$ cat config.mk
export PLATFORM = sky130hd
export DESIGN_NAME = cpu_bus_responder
export DESIGN_NICKNAME = d
export VERILOG_FILES = /design/src/rtl/cpu_bus_responder.sv
export SDC_FILE = /design/constraint.sdc
export NUM_CORES = 1
export LEC_CHECK = 0
export BUFFER_PORTS_ARGS = -buffer_cell sky130_fd_sc_hd__buf_4
export CORE_MARGIN = 10
export CORE_UTILIZATION = 23
export CTS_CLUSTER_SIZE = 30
export DETAILED_ROUTE_END_ITERATION = 8
export PLACE_DENSITY = 0.49
export SKIP_LAST_GASP = 1
export SLEW_MARGIN = 40
export SYNTH_ARGS = -nofsm -noshare
export SYNTH_HDL_FRONTEND = slang
export SYNTH_SLANG_ARGS = --single-unit
$ cat constraint.sdc
create_clock -name clk -period 2.9 [get_ports clk]
set_clock_uncertainty 0.1 [all_clocks]
set_input_delay 0.58 -clock clk [delete_from_list [all_inputs] [get_ports clk]]
set_output_delay 0.58 -clock clk [all_outputs]
set_load 0.1 [all_outputs]
$ cat src/rtl/cpu_bus_responder.sv
// cpu_bus_responder
// Memory-side responder for the CPU external bus. Each accepted CPU bus
// cycle becomes one req/ack transaction on the memory port while cpu_rdy
// stalls the CPU. Reads of the vector window 0xFFFA-0xFFFF are answered
// locally from parameters; writes to that window are dropped. A wait-state
// counter aborts a transaction that is never acknowledged.
//
// Ports:
//   clk, rst          clock, synchronous active-high reset
//   cpu_addr_high/low CPU address (ABH/ABL)
//   cpu_data_out      CPU write data (DOR)
//   cpu_rw            1 = read, 0 = write
//   cpu_req           CPU presents a bus cycle this clock
//   cpu_data_in       read data to the datapath, holds last value
//   cpu_rdy           1 = CPU may proceed, 0 = stall
//   mem_addr/wdata/we captured transaction, stable while mem_req is high
//   mem_req           transaction request, held until ack or abort
//   mem_ack/mem_rdata completion and read data (same cycle)
//   bus_error         one-cycle pulse on timeout abort
module cpu_bus_responder #(
  parameter logic [15:0] NMI_VECTOR      = 16'hFFF0,
  parameter logic [15:0] RESET_VECTOR    = 16'h8000,
  parameter logic [15:0] IRQ_VECTOR      = 16'hFFF8,
  parameter bit          VECTOR_OVERRIDE = 1'b1,
  parameter int unsigned TIMEOUT_CYCLES  = 15
) (
  input  logic        clk,
  input  logic        rst,
  input  logic [7:0]  cpu_addr_high,
  input  logic [7:0]  cpu_addr_low,
  input  logic [7:0]  cpu_data_out,
  input  logic        cpu_rw,
  input  logic        cpu_req,
  output logic [7:0]  cpu_data_in,
  output logic        cpu_rdy,
  output logic [15:0] mem_addr,
  output logic [7:0]  mem_wdata,
  output logic        mem_we,
  output logic        mem_req,
  input  logic        mem_ack,
  input  logic [7:0]  mem_rdata,
  output logic        bus_error
);

  typedef enum logic [1:0] {
    IDLE       = 2'd0,
    READ_WAIT  = 2'd1,
    WRITE_WAIT = 2'd2
  } state_t;

  // The counter holds the number of ack-less cycles already spent, so the
  // abort edge is the one where it reads TIMEOUT_CYCLES-1.
  localparam logic [7:0] CNT_LAST = 8'(TIMEOUT_CYCLES - 1);

  state_t      state_q;
  logic [7:0]  cnt_q;
  logic [7:0]  cpu_data_in_q;
  logic        cpu_rdy_q;
  logic [15:0] mem_addr_q;
  logic [7:0]  mem_wdata_q;
  logic        mem_we_q;
  logic        mem_req_q;
  logic        bus_error_q;

  logic        in_vec_win;
  logic [7:0]  vec_byte;

  assign in_vec_win = VECTOR_OVERRIDE && (cpu_addr_high == 8'hFF) &&
                      (cpu_addr_low >= 8'hFA);

  always_comb begin
    vec_byte = 8'h00;
    unique case (cpu_addr_low[2:0])
      3'b010:  vec_byte = NMI_VECTOR[7:0];
      3'b011:  vec_byte = NMI_VECTOR[15:8];
      3'b100:  vec_byte = RESET_VECTOR[7:0];
      3'b101:  vec_byte = RESET_VECTOR[15:8];
      3'b110:  vec_byte = IRQ_VECTOR[7:0];
      3'b111:  vec_byte = IRQ_VECTOR[15:8];
      default: vec_byte = 8'h00;
    endcase
  end

  always_ff @(posedge clk) begin
    if (rst) begin
      state_q       <= IDLE;
      cnt_q         <= 8'h00;
      cpu_data_in_q <= 8'h00;
      cpu_rdy_q     <= 1'b1;
      mem_addr_q    <= 16'h0000;
      mem_wdata_q   <= 8'h00;
      mem_we_q      <= 1'b0;
      mem_req_q     <= 1'b0;
      bus_error_q   <= 1'b0;
    end else begin
      bus_error_q <= 1'b0;
      unique case (state_q)
        IDLE: begin
          if (cpu_req) begin
            if (in_vec_win) begin
              // Vector writes are silently dropped.
              if (cpu_rw) cpu_data_in_q <= vec_byte;
            end else begin
              mem_addr_q  <= {cpu_addr_high, cpu_addr_low};
              mem_wdata_q <= cpu_data_out;
              mem_we_q    <= ~cpu_rw;
              mem_req_q   <= 1'b1;
              cpu_rdy_q   <= 1'b0;
              cnt_q       <= 8'h00;
              state_q     <= cpu_rw ? READ_WAIT : WRITE_WAIT;
            end
          end
        end
        READ_WAIT, WRITE_WAIT: begin
          // Ack takes priority over a timeout on the same edge.
          if (mem_ack) begin
            if (state_q == READ_WAIT) cpu_data_in_q <= mem_rdata;
            mem_req_q <= 1'b0;
            cpu_rdy_q <= 1'b1;
            state_q   <= IDLE;
          end else if (cnt_q == CNT_LAST) begin
            if (state_q == READ_WAIT) cpu_data_in_q <= 8'hFF;
            mem_req_q   <= 1'b0;
            cpu_rdy_q   <= 1'b1;
            bus_error_q <= 1'b1;
            state_q     <= IDLE;
          end else begin
            cnt_q <= cnt_q + 8'd1;
          end
        end
        default: state_q <= IDLE;
      endcase
    end
  end

  assign cpu_data_in = cpu_data_in_q;
  assign cpu_rdy     = cpu_rdy_q;
  assign mem_addr    = mem_addr_q;
  assign mem_wdata   = mem_wdata_q;
  assign mem_we      = mem_we_q;
  assign mem_req     = mem_req_q;
  assign bus_error   = bus_error_q;

endmodule

Word level (Yosys, flattened, before mapping)

Index checks and enable logic that the tools add are counted.
Widths: inputs -> output; s select.

Bits of input ports: 37
Flip-flop bits (word level): 46
Output and inout port bits: 36
Logic and storage cells: 73

Multiplexer cells: 31
Equality and inequality tests: 17
$lt $le $gt $ge: 1
Add/subtract/negate cells: 1
Reductions and logical operators: 11
Bitwise gates (word level): 3

Operator list:

| cell                | count |
|---|---|
| $mux 8              | 11 |
| $pmux 8 s2          | 2 |
| $pmux 8 s4          | 1 |
| $ne 2x2->1 const B  | 7 |
| $mux 2              | 5 |
| $eq 3x3->1 const B  | 3 |
| $mux 1              | 9 |
| $add 8x1->8 const B | 1 |
| $eq 8x4->1 const B  | 1 |
| $eq 8x8->1 const B  | 1 |
| $ge 8x8->1 const B  | 1 |
| $eq 3x2->1 const B  | 2 |
| $reduce_and 3->1    | 2 |
| $reduce_and 6->1    | 1 |
| $reduce_and 5->1    | 1 |
| $pmux 1 s2          | 2 |
| $pmux 2 s2          | 1 |
| $reduce_and 4->1    | 1 |
| $reduce_or 2->1     | 2 |
| $ne 3x3->1 const B  | 1 |
| $not 1->1           | 3 |
| $reduce_or 3->1     | 1 |
| $eq 2x1->1 const B  | 1 |
| $eq 2x2->1 const B  | 1 |
| 3 further kinds     | 3 |

Longest topological paths before layout

Depth in word-level cells: 7
Depth in mapped cells: 8

Worst setup path before layout

OpenSTA, ideal clock, no wires.

Kind: input -> register
Start: input port cpu_addr_high[7]
End: register cpu_data_in_q[3] (netlist: cpu_data_in[3])
Required time: 2679 ps
Slack: 763 ps
Setup time: 121 ps
Arrival time: 1916 ps
Stages: 6
Path buffers: 1
Cells stage by stage: nand4_1 > nor4_2 > a41oi_1 > or3_1 > buf_6 > mux2_4

Cells in the longest elaborated chain, start to end: 4

RTL lines:

| item                       | line | source |
|---|---|---|
| start: declaration         | 29   | `input logic [7:0] cpu_addr_high,` |
| $eq 8x8->1                 | 68   | `assign in_vec_win = VECTOR_OVERRIDE && (cpu_addr_high == 8'hFF) &&` |
| $logic_and 1x1->1          | 68   |  |
| $ne 2x2->1 (no line)       | -    |  |
| $reduce_and 6->1 (no line) | -    |  |
| end signal: assignment     | 102  | `if (cpu_rw) cpu_data_in_q <= vec_byte;` |
| end signal: assignment     | 117  | `if (state_q == READ_WAIT) cpu_data_in_q <= mem_rdata;` |
| end: declaration           | 57   | `logic [7:0] cpu_data_in_q;` |

Every way passes these cells.
A chain may end at the register's enable or synchronous reset.

Worst setup path after layout

Start: input port cpu_addr_high[7]
End: register cpu_data_in_q[7] (netlist: cpu_data_in[7])

The elaborated chain is that of the path after synthesis.

==> results summary <==
The flow ran to the end, and the final reports show no timing, DRC or antenna violations. The number of max-slew violations in the final report came out at 0. The total power divided by cell area is 597 nW/um^2.

The number of gates resized after cts came out at 0. The worst max-slew margin expressed relative to the limit is 0.563. For this run, the register share of the synthesized area comes to 0.456. The clock insertion delay at the later pin of the skew report is 0.30 ns. The die outline area is 12,900 um^2.

Yosys mapped a number of flops with a built-in enable equal to 0. Among all flip-flop cells after synthesis, the most frequent one is sky130_fd_sc_hd__dfxtp_1. The synthesized instance count is 243. The initial antenna violation count is 0. Measured on the finished design, the core utilization comes to 0.317. The worst-case vdd ir drop came out at 0.205 mV. For this run, the total global-route usage over all layers was measured as 0.0888.

The post-synthesis share of cell area spent on and, or, nand and nor gates is 0.242. Setup repair after global routing left no endpoint under its margin. The number of sinks on the clock net came out at 46. The number of antenna repair diodes came out at 0.

The layout overhead on the synthesized area came out at 35.7%. Counting every net in the synthesized netlist gives 284. The initial standard-cell utilization of the core came out at 0.234.

The library cell used as clock root buffer is sky130_fd_sc_hd__clkbuf_8. The xor/xnor cell area share of the yosys netlist is 0.0217. Counting flops with an async set or reset pin after synthesis yields a share of 0. The DRC violation count after routing came out at 0. The number of nets in the layout is 351.

The arithmetic-cell share of the synthesized area counting full adders, half adders and majority gates is 0.0248. After synthesis, the largest family of logic cells by area is simple AND/OR/NAND/NOR gates. The CTS clock-pin slew for the worst setup and hold paths came out at 0.09 ns. Of the cells placed in the final design, the portion with a size suffix greater than 1 is 0.283. The total vias in the final route came out at 1,892.

The number of optimization iterations in the first detailed-route pass came out at 4. The estimated wirelength of the detail-placed design came out at 4330 um. The highest fanout seen on the critical path is 8. The total congestion overflow is 0. Yosys mapped the design onto 34 distinct sky130hd cell types. The number of hold violations in the final report came to 0. In this run the count of I/O pins placed on the die edge is 73.

Summed over all failing endpoints, the final setup total negative slack is 0 ns. After synthesis, the share of cell area in mux cells is 0.0545. TritonCTS built the clock tree. The floorplan row count is 34. The complex-gate fraction of the synthesized area came out at 0.164. The worst path needs 2.31 ns of the cycle, external delays included. The routed wire length is 5920 um.

The number of I/O port buffers is 72. The path category of the worst min-delay check is reg2reg. The standby leakage power came out at 1.15 nW. The number of buffers inserted during clock tree synthesis came out at 5. The wire length of the first global-routing pass came out at 9490 um. The final cycle utilization of the critical path came out at 0.797. The cell area after technology mapping is 2020 um^2. The number of vias per cell came out at 4.52.

Setup violations remaining at the end of the flow were counted as 0. Once placement finished, the instance area stood at 2650 um^2. The data arrival at the endpoint of the critical path is 2.41 ns. The number of hold buffers added after cts came out at 0. The die extent in y came out at 114 um. The max-capacitance violation count came out at 0.

STA classifies the critical path endpoint as a register. The area of the core came out at 8640 um^2. The residual antenna-violating net count after detailed routing came out at 0.

The pin count of the biggest net entering global routing is 48. The number of DRC markers after the initial detailed-route iteration is 92. The routability congestion estimate from global placement came out at 0.799. The slew at the pin closest to its max-slew limit came out at 0.654 ns. The floorplan step set the die width to 114 um. The number of buffers inserted to repair setup after CTS came out at 0.

Yosys printed 0 warnings. The via count of the first global-routing pass came out at 1,875. The setup path with the least slack is of type in2reg. The largest buffer count on any clock path is 2.

The H-tree level count came out at 2. The routed length per placed instance is 14.1 um. Summing all non-filler instances in the final layout gives an area of 2740 um^2. The post-synthesis area per instance came out at 8.31 um^2. The critical path data required time is 3.00 ns. The total of flip-flops plus latches after synthesis is 46. The highest achievable clock rate came out at 432 MHz. The nature of the critical path startpoint is an input port.
## registers in the layout (all words and copies together), names as in the netlist
signal	flops
mem_we	1
bus_error	1
cpu_data_in	8
mem_wdata	8
mem_addr	16
state_q	2
cnt_q	8
cpu_rdy	1
mem_req	1
## cell type report
cell class	instances	area, um^2
clock buffers	6	72.6
multi-input cells	180	1030
clock inverters	2	13.8
fillers	939	5900
flip-flops and latches	46	921
well taps	108	135
inverters	3	11.3
repair buffers	74	556
## Yosys cell counts, drive strengths merged, types with 2 or more instances
master   n  area [um^2]
nand2   53          199
dfxtp   46          921
a21oi   29          145
nor2    18         67.6
clkbuf  10         37.5
a211oi   9         67.6
nand2b   9         56.3
mux2i    8         80.1
o21ai    7         35.0
nand4    6         37.5
nor2b    5         31.3
xnor2    5         43.8
buf      4         26.3
ha       4         50.1
nand3    4         20.0
inv      3         11.3
a31oi    2         12.5
mux2     2         30.0
nor3     2         10.0
nor4     2         25.0
o21a     2         15.0
or3      2         12.5
## through the flow
stage	hold slack [ns]	total power [mW]	worst slack, ns	std cells
4_1_cts	0.362	1.66	0.577	419
6_report	0.356	1.63	0.588	419
2_1_floorplan	0.366	1.11	0.763	243
5_1_grt	0.374	1.72	0.500	419
3_3_place_gp	0.342	1.26	0.342	411
3_5_place_dp	0.350	1.26	0.247	411
## logic make-up after synthesis
| logic type | Yosys count |
|---|---|
| and+or+nand+nor | 105 |
| AOI/OAI and AO/OA | 56 |
| DFF | 46 |
| buffers and inverters | 17 |
| muxes | 10 |
| xor gates and xnor gates | 5 |
| adders and majority gates | 4 |
## per-layer routing
layer,global-route usage,up-vias,wire (um)
met5,0,-,0
li1,-,967,-
met3,0.0320,2,414
met2,0.147,50,2810
met4,0.0178,0,25
met1,0.108,873,2670
## placed cells by master, fill, tap and decap left out, drive strengths merged, types with 2 or more instances in the layout
cell type  count
mux2           2
clkinv         2
nor3           2
inv            3
o21a           2
a31oi          2
a21oi         29
or3            2
o21ai          7
a211oi         9
xnor2          5
nand4          6
clkbuf         6
dfxtp         46
nand2         53
ha             4
buf           74
nor2          18
mux2i          8
nand2b         9
nor4           2
nor2b          5
nand3          4
## where the power goes
part	switching [mW]	internal, mW	total (mW)	leakage, nW
Clock	0.224	0.171	0.395	0.0452
Combinational	0.405	0.142	0.547	0.733
Sequential	0.0220	0.671	0.693	0.376
Total	0.652	0.983	1.63	1.15
## final timing paths
kind,endpoint,cells after the start,startpoint,slack (ns)
setup reg to reg,cpu_data_in[7],6,state_q[0],0.73
hold reg to reg,mem_wdata[4],2,mem_wdata[4],0.36
setup / recovery,cpu_data_in[7],6,cpu_addr_high[7],0.59
hold / removal,mem_wdata[4],2,mem_wdata[4],0.36
## worst max-delay path: stages
cell	delay [ns]
sky130_fd_sc_hd__buf_4	0.08
sky130_fd_sc_hd__nand4_1	0.18
sky130_fd_sc_hd__nor4_2	0.49
sky130_fd_sc_hd__a41oi_1	0.16
sky130_fd_sc_hd__or3_1	0.54
sky130_fd_sc_hd__mux2_4	0.36
No activity file was read; power rests on OpenSTA's default activity.
